File: config.mk
export PLATFORM = sky130hd
export DESIGN_NAME = vx_writeback_arb_flat
export DESIGN_NICKNAME = d
export VERILOG_FILES = /design/src/rtl/vx_writeback_arb_if.sv /design/src/rtl/vx_writeback_arb.sv /design/src/flat_wrapper.sv
export SDC_FILE = /design/constraint.sdc
export NUM_CORES = 2
export LEC_CHECK = 0
export ABC_AREA = 1
export CELL_PAD_IN_SITES_DETAIL_PLACEMENT = 0
export CELL_PAD_IN_SITES_GLOBAL_PLACEMENT = 2
export CORE_ASPECT_RATIO = 0.5
export CORE_MARGIN = 10
export CORE_UTILIZATION = 33
export CTS_CLUSTER_DIAMETER = 40
export DETAILED_ROUTE_END_ITERATION = 12
export PLACE_DENSITY_LB_ADDON = 0.1
export SETUP_SLACK_MARGIN = 0.3
export SYNTH_ARGS = -nofsm -noshare
export SYNTH_HDL_FRONTEND = slang
export SYNTH_SLANG_ARGS = --single-unit
File: constraint.sdc
create_clock -name clk -period 18.2 [get_ports clk]
set_input_delay 3.64 -clock clk [delete_from_list [all_inputs] [get_ports clk]]
set_output_delay 3.64 -clock clk [all_outputs]
set_load 0.01 [all_outputs]
File: src/rtl/vx_writeback_arb_if.sv
// Writeback arbiter bus: per-channel result inputs and the single register-file write port.
interface vx_writeback_arb_if #(
  parameter int unsigned NUM_SRC     = 3,
  parameter int unsigned NUM_THREADS = 4,
  parameter int unsigned NUM_WARPS   = 8
);
  localparam int unsigned WW = (NUM_WARPS > 1) ? $clog2(NUM_WARPS) : 1;
  localparam int unsigned SW = (NUM_SRC > 1) ? $clog2(NUM_SRC) : 1;
  localparam int unsigned DW = NUM_THREADS * 32;

  logic [NUM_SRC-1:0]             in_valid;
  logic [NUM_SRC-1:0]             in_ready;
  logic [NUM_SRC*DW-1:0]          in_alu_result;
  logic [NUM_SRC*DW-1:0]          in_mem_result;
  logic [NUM_SRC*32-1:0]          in_PC_next;
  logic [NUM_SRC*5-1:0]           in_rd;
  logic [NUM_SRC*2-1:0]           in_wb;
  logic [NUM_SRC*NUM_THREADS-1:0] in_thread_mask;
  logic [NUM_SRC*WW-1:0]          in_warp_num;

  logic                           out_valid;
  logic [DW-1:0]                  out_write_data;
  logic [4:0]                     out_rd;
  logic [1:0]                     out_wb;
  logic [NUM_THREADS-1:0]         out_thread_mask;
  logic [WW-1:0]                  out_warp_num;
  logic [SW-1:0]                  out_sel;

  modport master (
    output in_valid, in_alu_result, in_mem_result, in_PC_next, in_rd, in_wb,
           in_thread_mask, in_warp_num,
    input  in_ready, out_valid, out_write_data, out_rd, out_wb, out_thread_mask,
           out_warp_num, out_sel
  );

  modport slave (
    input  in_valid, in_alu_result, in_mem_result, in_PC_next, in_rd, in_wb,
           in_thread_mask, in_warp_num,
    output in_ready, out_valid, out_write_data, out_rd, out_wb, out_thread_mask,
           out_warp_num, out_sel
  );
endinterface

File: src/rtl/vx_writeback_arb.sv
// Multi-source writeback: per-channel circular FIFOs, round-robin pop, one registered
// register-file write port. Link/ALU/MEM data is chosen at enqueue time.
module vx_writeback_arb #(
  parameter int unsigned NUM_SRC     = 3,
  parameter int unsigned NUM_THREADS = 4,
  parameter int unsigned NUM_WARPS   = 8,
  parameter int unsigned DEPTH       = 2
) (
  input  logic                clk,
  input  logic                reset,
  vx_writeback_arb_if.slave   bus
);
  localparam int unsigned NT = NUM_THREADS;
  localparam int unsigned DW = NT * 32;
  localparam int unsigned WW = (NUM_WARPS > 1) ? $clog2(NUM_WARPS) : 1;
  localparam int unsigned SW = (NUM_SRC > 1) ? $clog2(NUM_SRC) : 1;
  localparam int unsigned PW = $clog2(DEPTH);
  localparam int unsigned CW = $clog2(DEPTH + 1);

  // FIFO storage (contents are don't-care until the pointers say otherwise)
  logic [DW-1:0]  r_mem_data [NUM_SRC][DEPTH];
  logic [4:0]     r_mem_rd   [NUM_SRC][DEPTH];
  logic [1:0]     r_mem_wb   [NUM_SRC][DEPTH];
  logic [NT-1:0]  r_mem_mask [NUM_SRC][DEPTH];
  logic [WW-1:0]  r_mem_warp [NUM_SRC][DEPTH];

  logic [PW-1:0]  r_head  [NUM_SRC];
  logic [PW-1:0]  r_tail  [NUM_SRC];
  logic [CW-1:0]  r_count [NUM_SRC];
  logic [SW-1:0]  r_prio;

  logic           r_out_valid;
  logic [DW-1:0]  r_out_data;
  logic [4:0]     r_out_rd;
  logic [1:0]     r_out_wb;
  logic [NT-1:0]  r_out_mask;
  logic [WW-1:0]  r_out_warp;
  logic [SW-1:0]  r_out_sel;

  logic [DW-1:0]  w_in_data [NUM_SRC];
  logic [4:0]     w_in_rd   [NUM_SRC];
  logic [1:0]     w_in_wb   [NUM_SRC];
  logic [NT-1:0]  w_in_mask [NUM_SRC];
  logic [WW-1:0]  w_in_warp [NUM_SRC];
  logic [NUM_SRC-1:0] w_ready;
  logic [NUM_SRC-1:0] w_nonempty;
  logic [NUM_SRC-1:0] w_push;
  logic [NUM_SRC-1:0] w_pop;
  logic           w_any;
  logic [SW-1:0]  w_grant;
  logic [SW-1:0]  w_prio_next;

  function automatic logic [PW-1:0] ptr_inc(input logic [PW-1:0] p);
    return (p == PW'(DEPTH - 1)) ? '0 : p + PW'(1);
  endfunction

  // Unpack channel inputs, pick the write data, qualify pushes
  always_comb begin
    for (int unsigned s = 0; s < NUM_SRC; s++) begin
      w_in_rd[s]   = bus.in_rd[s*5 +: 5];
      w_in_wb[s]   = bus.in_wb[s*2 +: 2];
      w_in_mask[s] = bus.in_thread_mask[s*NT +: NT];
      w_in_warp[s] = bus.in_warp_num[s*WW +: WW];
      w_in_data[s] = bus.in_mem_result[s*DW +: DW];
      if (w_in_wb[s] == 2'd3) begin
        for (int unsigned t = 0; t < NT; t++) begin
          w_in_data[s][t*32 +: 32] = bus.in_PC_next[s*32 +: 32];
        end
      end else if (w_in_wb[s] == 2'd1) begin
        w_in_data[s] = bus.in_alu_result[s*DW +: DW];
      end
      w_ready[s]    = (r_count[s] != CW'(DEPTH));
      w_nonempty[s] = (r_count[s] != '0);
      // Entries that would write nothing complete the handshake but are not stored
      w_push[s] = bus.in_valid[s] && w_ready[s] && (w_in_wb[s] != 2'd0) &&
                  (w_in_rd[s] != 5'd0) && (w_in_mask[s] != '0);
    end
  end

  // Round-robin search starting at the priority pointer
  always_comb begin
    int unsigned idx;
    idx     = 0;
    w_any   = 1'b0;
    w_grant = '0;
    w_pop   = '0;
    for (int unsigned i = 0; i < NUM_SRC; i++) begin
      idx = 32'(r_prio) + i;
      if (idx >= NUM_SRC) idx = idx - NUM_SRC;
      if (!w_any && w_nonempty[SW'(idx)]) begin
        w_any   = 1'b1;
        w_grant = SW'(idx);
      end
    end
    for (int unsigned s = 0; s < NUM_SRC; s++) begin
      w_pop[s] = w_any && (w_grant == SW'(s));
    end
    w_prio_next = (w_grant == SW'(NUM_SRC - 1)) ? '0 : w_grant + SW'(1);
  end

  always_ff @(posedge clk or posedge reset) begin
    if (reset) begin
      for (int unsigned s = 0; s < NUM_SRC; s++) begin
        r_head[s]  <= '0;
        r_tail[s]  <= '0;
        r_count[s] <= '0;
      end
      r_prio <= '0;
    end else begin
      for (int unsigned s = 0; s < NUM_SRC; s++) begin
        if (w_push[s]) r_tail[s] <= ptr_inc(r_tail[s]);
        if (w_pop[s])  r_head[s] <= ptr_inc(r_head[s]);
        case ({w_push[s], w_pop[s]})
          2'b10:   r_count[s] <= r_count[s] + CW'(1);
          2'b01:   r_count[s] <= r_count[s] - CW'(1);
          default: r_count[s] <= r_count[s];
        endcase
      end
      if (w_any) r_prio <= w_prio_next;
    end
  end

  always_ff @(posedge clk) begin
    for (int unsigned s = 0; s < NUM_SRC; s++) begin
      if (w_push[s]) begin
        r_mem_data[s][r_tail[s]] <= w_in_data[s];
        r_mem_rd[s][r_tail[s]]   <= w_in_rd[s];
        r_mem_wb[s][r_tail[s]]   <= w_in_wb[s];
        r_mem_mask[s][r_tail[s]] <= w_in_mask[s];
        r_mem_warp[s][r_tail[s]] <= w_in_warp[s];
      end
    end
  end

  // Write port register: strobe every cycle, payload only on a pop
  always_ff @(posedge clk or posedge reset) begin
    if (reset) begin
      r_out_valid <= 1'b0;
      r_out_data  <= '0;
      r_out_rd    <= '0;
      r_out_wb    <= '0;
      r_out_mask  <= '0;
      r_out_warp  <= '0;
      r_out_sel   <= '0;
    end else begin
      r_out_valid <= w_any;
      if (w_any) begin
        r_out_data <= r_mem_data[w_grant][r_head[w_grant]];
        r_out_rd   <= r_mem_rd[w_grant][r_head[w_grant]];
        r_out_wb   <= r_mem_wb[w_grant][r_head[w_grant]];
        r_out_mask <= r_mem_mask[w_grant][r_head[w_grant]];
        r_out_warp <= r_mem_warp[w_grant][r_head[w_grant]];
        r_out_sel  <= w_grant;
      end
    end
  end

  assign bus.in_ready        = w_ready;
  assign bus.out_valid       = r_out_valid;
  assign bus.out_write_data  = r_out_data;
  assign bus.out_rd          = r_out_rd;
  assign bus.out_wb          = r_out_wb;
  assign bus.out_thread_mask = r_out_mask;
  assign bus.out_warp_num    = r_out_warp;
  assign bus.out_sel         = r_out_sel;
endmodule

File: src/flat_wrapper.sv
// flat-port wrapper written by rule: the top's interface ports become plain ports
module vx_writeback_arb_flat 
#(
  parameter int unsigned NUM_SRC     = 3,
  parameter int unsigned NUM_THREADS = 4,
  parameter int unsigned NUM_WARPS   = 8,
  parameter int unsigned DEPTH       = 2
)
  (clk, reset, bus_in_valid, bus_in_alu_result, bus_in_mem_result, bus_in_PC_next, bus_in_rd, bus_in_wb, bus_in_thread_mask, bus_in_warp_num, bus_in_ready, bus_out_valid, bus_out_write_data, bus_out_rd, bus_out_wb, bus_out_thread_mask, bus_out_warp_num, bus_out_sel);
  vx_writeback_arb_if #(.NUM_SRC(NUM_SRC), .NUM_THREADS(NUM_THREADS), .NUM_WARPS(NUM_WARPS)) bus_i ();
  input  logic clk;
  input  logic reset;
  input wire logic [$bits(bus_i.in_valid)-1:0] bus_in_valid;
  input wire logic [$bits(bus_i.in_alu_result)-1:0] bus_in_alu_result;
  input wire logic [$bits(bus_i.in_mem_result)-1:0] bus_in_mem_result;
  input wire logic [$bits(bus_i.in_PC_next)-1:0] bus_in_PC_next;
  input wire logic [$bits(bus_i.in_rd)-1:0] bus_in_rd;
  input wire logic [$bits(bus_i.in_wb)-1:0] bus_in_wb;
  input wire logic [$bits(bus_i.in_thread_mask)-1:0] bus_in_thread_mask;
  input wire logic [$bits(bus_i.in_warp_num)-1:0] bus_in_warp_num;
  output wire logic [$bits(bus_i.in_ready)-1:0] bus_in_ready;
  output wire logic [$bits(bus_i.out_valid)-1:0] bus_out_valid;
  output wire logic [$bits(bus_i.out_write_data)-1:0] bus_out_write_data;
  output wire logic [$bits(bus_i.out_rd)-1:0] bus_out_rd;
  output wire logic [$bits(bus_i.out_wb)-1:0] bus_out_wb;
  output wire logic [$bits(bus_i.out_thread_mask)-1:0] bus_out_thread_mask;
  output wire logic [$bits(bus_i.out_warp_num)-1:0] bus_out_warp_num;
  output wire logic [$bits(bus_i.out_sel)-1:0] bus_out_sel;
  assign bus_i.in_valid = bus_in_valid;
  assign bus_i.in_alu_result = bus_in_alu_result;
  assign bus_i.in_mem_result = bus_in_mem_result;
  assign bus_i.in_PC_next = bus_in_PC_next;
  assign bus_i.in_rd = bus_in_rd;
  assign bus_i.in_wb = bus_in_wb;
  assign bus_i.in_thread_mask = bus_in_thread_mask;
  assign bus_i.in_warp_num = bus_in_warp_num;
  assign bus_in_ready = bus_i.in_ready;
  assign bus_out_valid = bus_i.out_valid;
  assign bus_out_write_data = bus_i.out_write_data;
  assign bus_out_rd = bus_i.out_rd;
  assign bus_out_wb = bus_i.out_wb;
  assign bus_out_thread_mask = bus_i.out_thread_mask;
  assign bus_out_warp_num = bus_i.out_warp_num;
  assign bus_out_sel = bus_i.out_sel;
  vx_writeback_arb #(.NUM_SRC(NUM_SRC), .NUM_THREADS(NUM_THREADS), .NUM_WARPS(NUM_WARPS), .DEPTH(DEPTH)) u_core (.clk(clk), .reset(reset), .bus(bus_i));
endmodule
==> results.md <==
- The clock tree buffer depth is 3.
- CTS saw 1,011 sinks.
- Of the available clock period, the critical path in the final layout requires 39.5%.
- The number of levels in the clock H-tree is 3.
- The share of the yosys chip area belonging to registers is a little under two thirds.
- In this run the worst hold path is classified as flop to flop.
- The type of the worst setup path is input port to flop.
- Relative to the synthesized area, the layout overhead comes to 35.2%.
- The remaining antenna violation count is 0.
- The number of top-level pins is ~1,100.
- The number of different library cells used by synthesis comes to 28.
- The number of failing setup endpoints in the final timing report is 0.
- The total of flip-flops plus latches after synthesis is 1,011.
- The routed wire length is 266 mm.
- The source-to-sink clock delay at the later pin of the worst-skew pair is about 740 ps.
- After legalization and detailed placement, the total HPWL measured 190 mm.
- When the netlist entered floorplanning its net count stood at 6,007.
- For the worst setup path, the data arrival time is 7550 ps.
- In the layout the commonest cells are 2,060 x nand2_1, 1,058 x clkdlybuf4s50_1, 852 x edfxtp_1, 819 x nand3_1, 462 x nor2_1.
- The initial utilization of the core area, before any placement, comes to 33.2%.
- The number of max-slew violations in the final report came to 0.
- The kind of start point of the critical path is an input port.
- The maximum cell stage delay along the critical path is 880 ps.
- The area used by multi-input combinational logic is 14,700 sq um.
- The flow ran to the end, and the final reports show no timing, DRC or antenna violations.
- The first global-routing pass estimated 349 mm of wire.
- For the pin with the worst max-slew slack, the measured transition is 1330 ps.
- Static timing analysis puts the maximum clock frequency at 139 MHz.
- The final sum of negative setup slack is 0 ps.
- For this block, the initial DRC count from the detailed router was 5,536.
- The root buffer cell is clkbuf_16.
- Post-CTS timing repair inserted 0 buffers for setup.
- The cell repeated most along the worst path is buf_4.
- The fraction of synthesis flops using an asynchronous set or reset pin is 15.7%.
- In this run the standard cell core region covers around 140,000 sq um.
- The final global-route overflow total is 0.
- For this block, wires on met1 add up to 108 mm.
- The number of inserted filler cells in the final layout is approximately 14,000.
- The worst-case clock skew is between 20 and 30 ps.
- The average size of a mapped cell is 9.12 sq um.
- Walking the worst path, the cells encountered are clkdlybuf4s50_1, nor3_1, a211oi_1, o21ai_0, nor2_4, buf_4, buf_4.
- The number of placement rows is slightly below 100.
- The area used by sequential logic in the layout is 29,600 sq um.
- The hold violation total from the final report is 0.
- After detailed routing, the average wire length per cell comes to 33.0 microns.
- In the routed layout, each cell is associated on average with a via count of roughly 5.3.
- The largest driver fanout on the critical path is 42.
- After clock tree synthesis, the repair step resized 0 gates.
- The floorplan step set the die width to 550 microns.
- The number of global-route vias before repair is 39,900.
- Setup repair after global routing left no endpoint under its margin.
- Counting the buffers created by CTS gives around 110.
- The first detailed-routing pass took 6 iterations.
- In the final design database the tool counted roughly 7,000 nets.
- The prevailing post-synth register cell is edfxtp_1.
- The slowest stage of the critical path belongs to the cell nor2_4.
- Summing over every cut layer, the via total after detailed routing is 42,700.
- Across the VDD grid, the largest voltage drop is 562 uV.
- Across every metal layer, demand over resource in global routing totals between 30% and 40%.
- The synthesized design contains 852 enable-type register cells.
- After synthesis the cells add up to 46,400 sq um.
- The leakage power is between 20 and 30 nW.
- Detailed routing placed a total of 124 mm of wire on met2.
- In this run the tool buffered the top-level ports with 1,058 buffer cells.
- Entering global routing, the biggest net connects around 120 pins.
- The clock tree from TritonCTS is yes.
- The placer's final routability congestion estimate is 0.927.
- After detailed routing, the number of remaining DRC violations is 0.
- For this design, the CTS-stage hold fixing added 0 buffers.
- The final critical path time including I/O delays and setup is 7200 ps.
- The number of instances in the synthesized netlist is 5,090.
- The fraction of layout instances using a drive strength above 1 is under 10%.
- The sum of met3 wire segment lengths after detailed routing is roughly 23 mm.
- The die extent in y is 285 microns.
- The top metal layer carrying routed signals is met5.
- Leaving out fill and tap cells, the most frequent cell in the layout is nand2_1.
- The die outline area is 157,000 sq um.
- The initial antenna violation count came to 83.
- The number of maximum-capacitance constraint violations is 0.
- The headroom to the max-slew limit is between 10% and 20%.
- The clock-pin slew on the worst setup and hold paths is around 60 ps.
- Dividing total power by cell area gives a power density of about 210 nW/um^2.
- The required time of the worst setup path is between 15,000 and 20,000 ps.
- The post-layout utilization of the core is between 40% and 50%.
- The sort of element at the end of the critical path is a flop.
- For this run, the number of Yosys warnings is 0.
==> cells in the mapped netlist (7+ instances only) <==
master	n	area, sq um
buf_4	20	150
edfxtp_1	852	25600
nand3_1	819	4100
clkbuf_1	179	672
o21ai_0	7	35.0
a21boi_0	20	150
nand2_1	2062	7740
inv_1	290	1090
buf_2	77	385
dfrtp_1	159	3980
nor2_1	471	1770
buf_1	12	45.0
a21oi_1	81	405
==> flip-flops by register name, summed over array words and instances, names as in the netlist <==
signal                      cells
u_core.r_mem_data             768
u_core.bus.out_write_data     128
u_core.r_mem_rd                30
u_core.r_mem_mask              24
u_core.r_mem_warp              18
u_core.r_mem_wb                12
u_core.r_count                  6
u_core.bus.out_rd               5
u_core.bus.out_thread_mask      4
u_core.bus.out_warp_num         3
u_core.r_head                   3
u_core.r_tail                   3
u_core.bus.out_sel              2
u_core.bus.out_wb               2
u_core.r_prio                   2
u_core.bus.out_valid            1
==> worst max-delay path, delay by kind of cell <==
family          cells  cell delay (ps)
compound gates      2              660
buf+inv             3             2080
simple gates        2             1020
==> final cells by class <==
type,instances,share of cell area [%]
sequential,1011,47.1
multi-input combinational,3498,23.4
timing repair buffer,1113,17.6
clock buffer,139,4.82
tap,1881,3.75
inverter,293,1.80
clock inverter,79,1.38
antenna,53,0.211
==> power by group <==
part           switching [mW]  internal, mW
Combinational            5.49          2.09
Sequential              0.209          3.21
Clock                    1.06          1.39
Total                    6.76          6.68
==> logic make-up (layout without fill, tap and decap cells) <==
group,count (synthesis),count (layout),share of synthesized area [%]
and+or+nand+nor,3365,3365,29.5
DFF,1011,1011,63.7
buffers and inverters,581,1624,5.07
AOI/OAI and AO/OA,116,116,1.39
xor gates and xnor gates,11,11,0.208
adders and majority gates,6,6,0.162
other,0,53,0
==> path summary, 6_finish.rpt <==
kind | from | to | slack [ps] | depth (start not counted)
setup / recovery | bus_in_rd[6] | u_core.r_mem_data[1][60] | 11000 | 7
hold / removal | u_core.bus.out_warp_num[0] | u_core.bus.out_warp_num[0] | 480 | 2
setup reg to reg | u_core.r_prio[0] | u_core.bus.out_write_data[78] | 12210 | 17
hold reg to reg | u_core.bus.out_warp_num[0] | u_core.bus.out_warp_num[0] | 480 | 2
max in group asynchronous | reset | u_core.bus.out_write_data[80] | 13360 | 3
min in group asynchronous | reset | u_core.bus.out_thread_mask[3] | 3340 | 2
==> per-layer routing <==
layer	GRT usage, %	vias up
met5	0	-
met4	12.9	10
met3	7.05	414
met2	51.6	2319
met1	42.5	21300
li1	-	18700
==> stage by stage <==
step / cells / hold WS, ps / worst slack (ps) / area [sq um] / total power, mW
3_5_place_dp: 7796 / 461 / 10320 / 58800 / 11.0
3_3_place_gp: 7796 / 462 / 10340 / 58800 / 10.9
4_1_cts: 8014 / 479 / 11060 / 62600 / 13.4
2_1_floorplan: 5090 / 442 / 7540 / 46400 / 7.87
5_1_grt: 8053 / 495 / 10900 / 62700 / 14.2
6_report: 8067 / 476 / 11000 / 62800 / 13.4
Power figures use the tool's default switching activity.
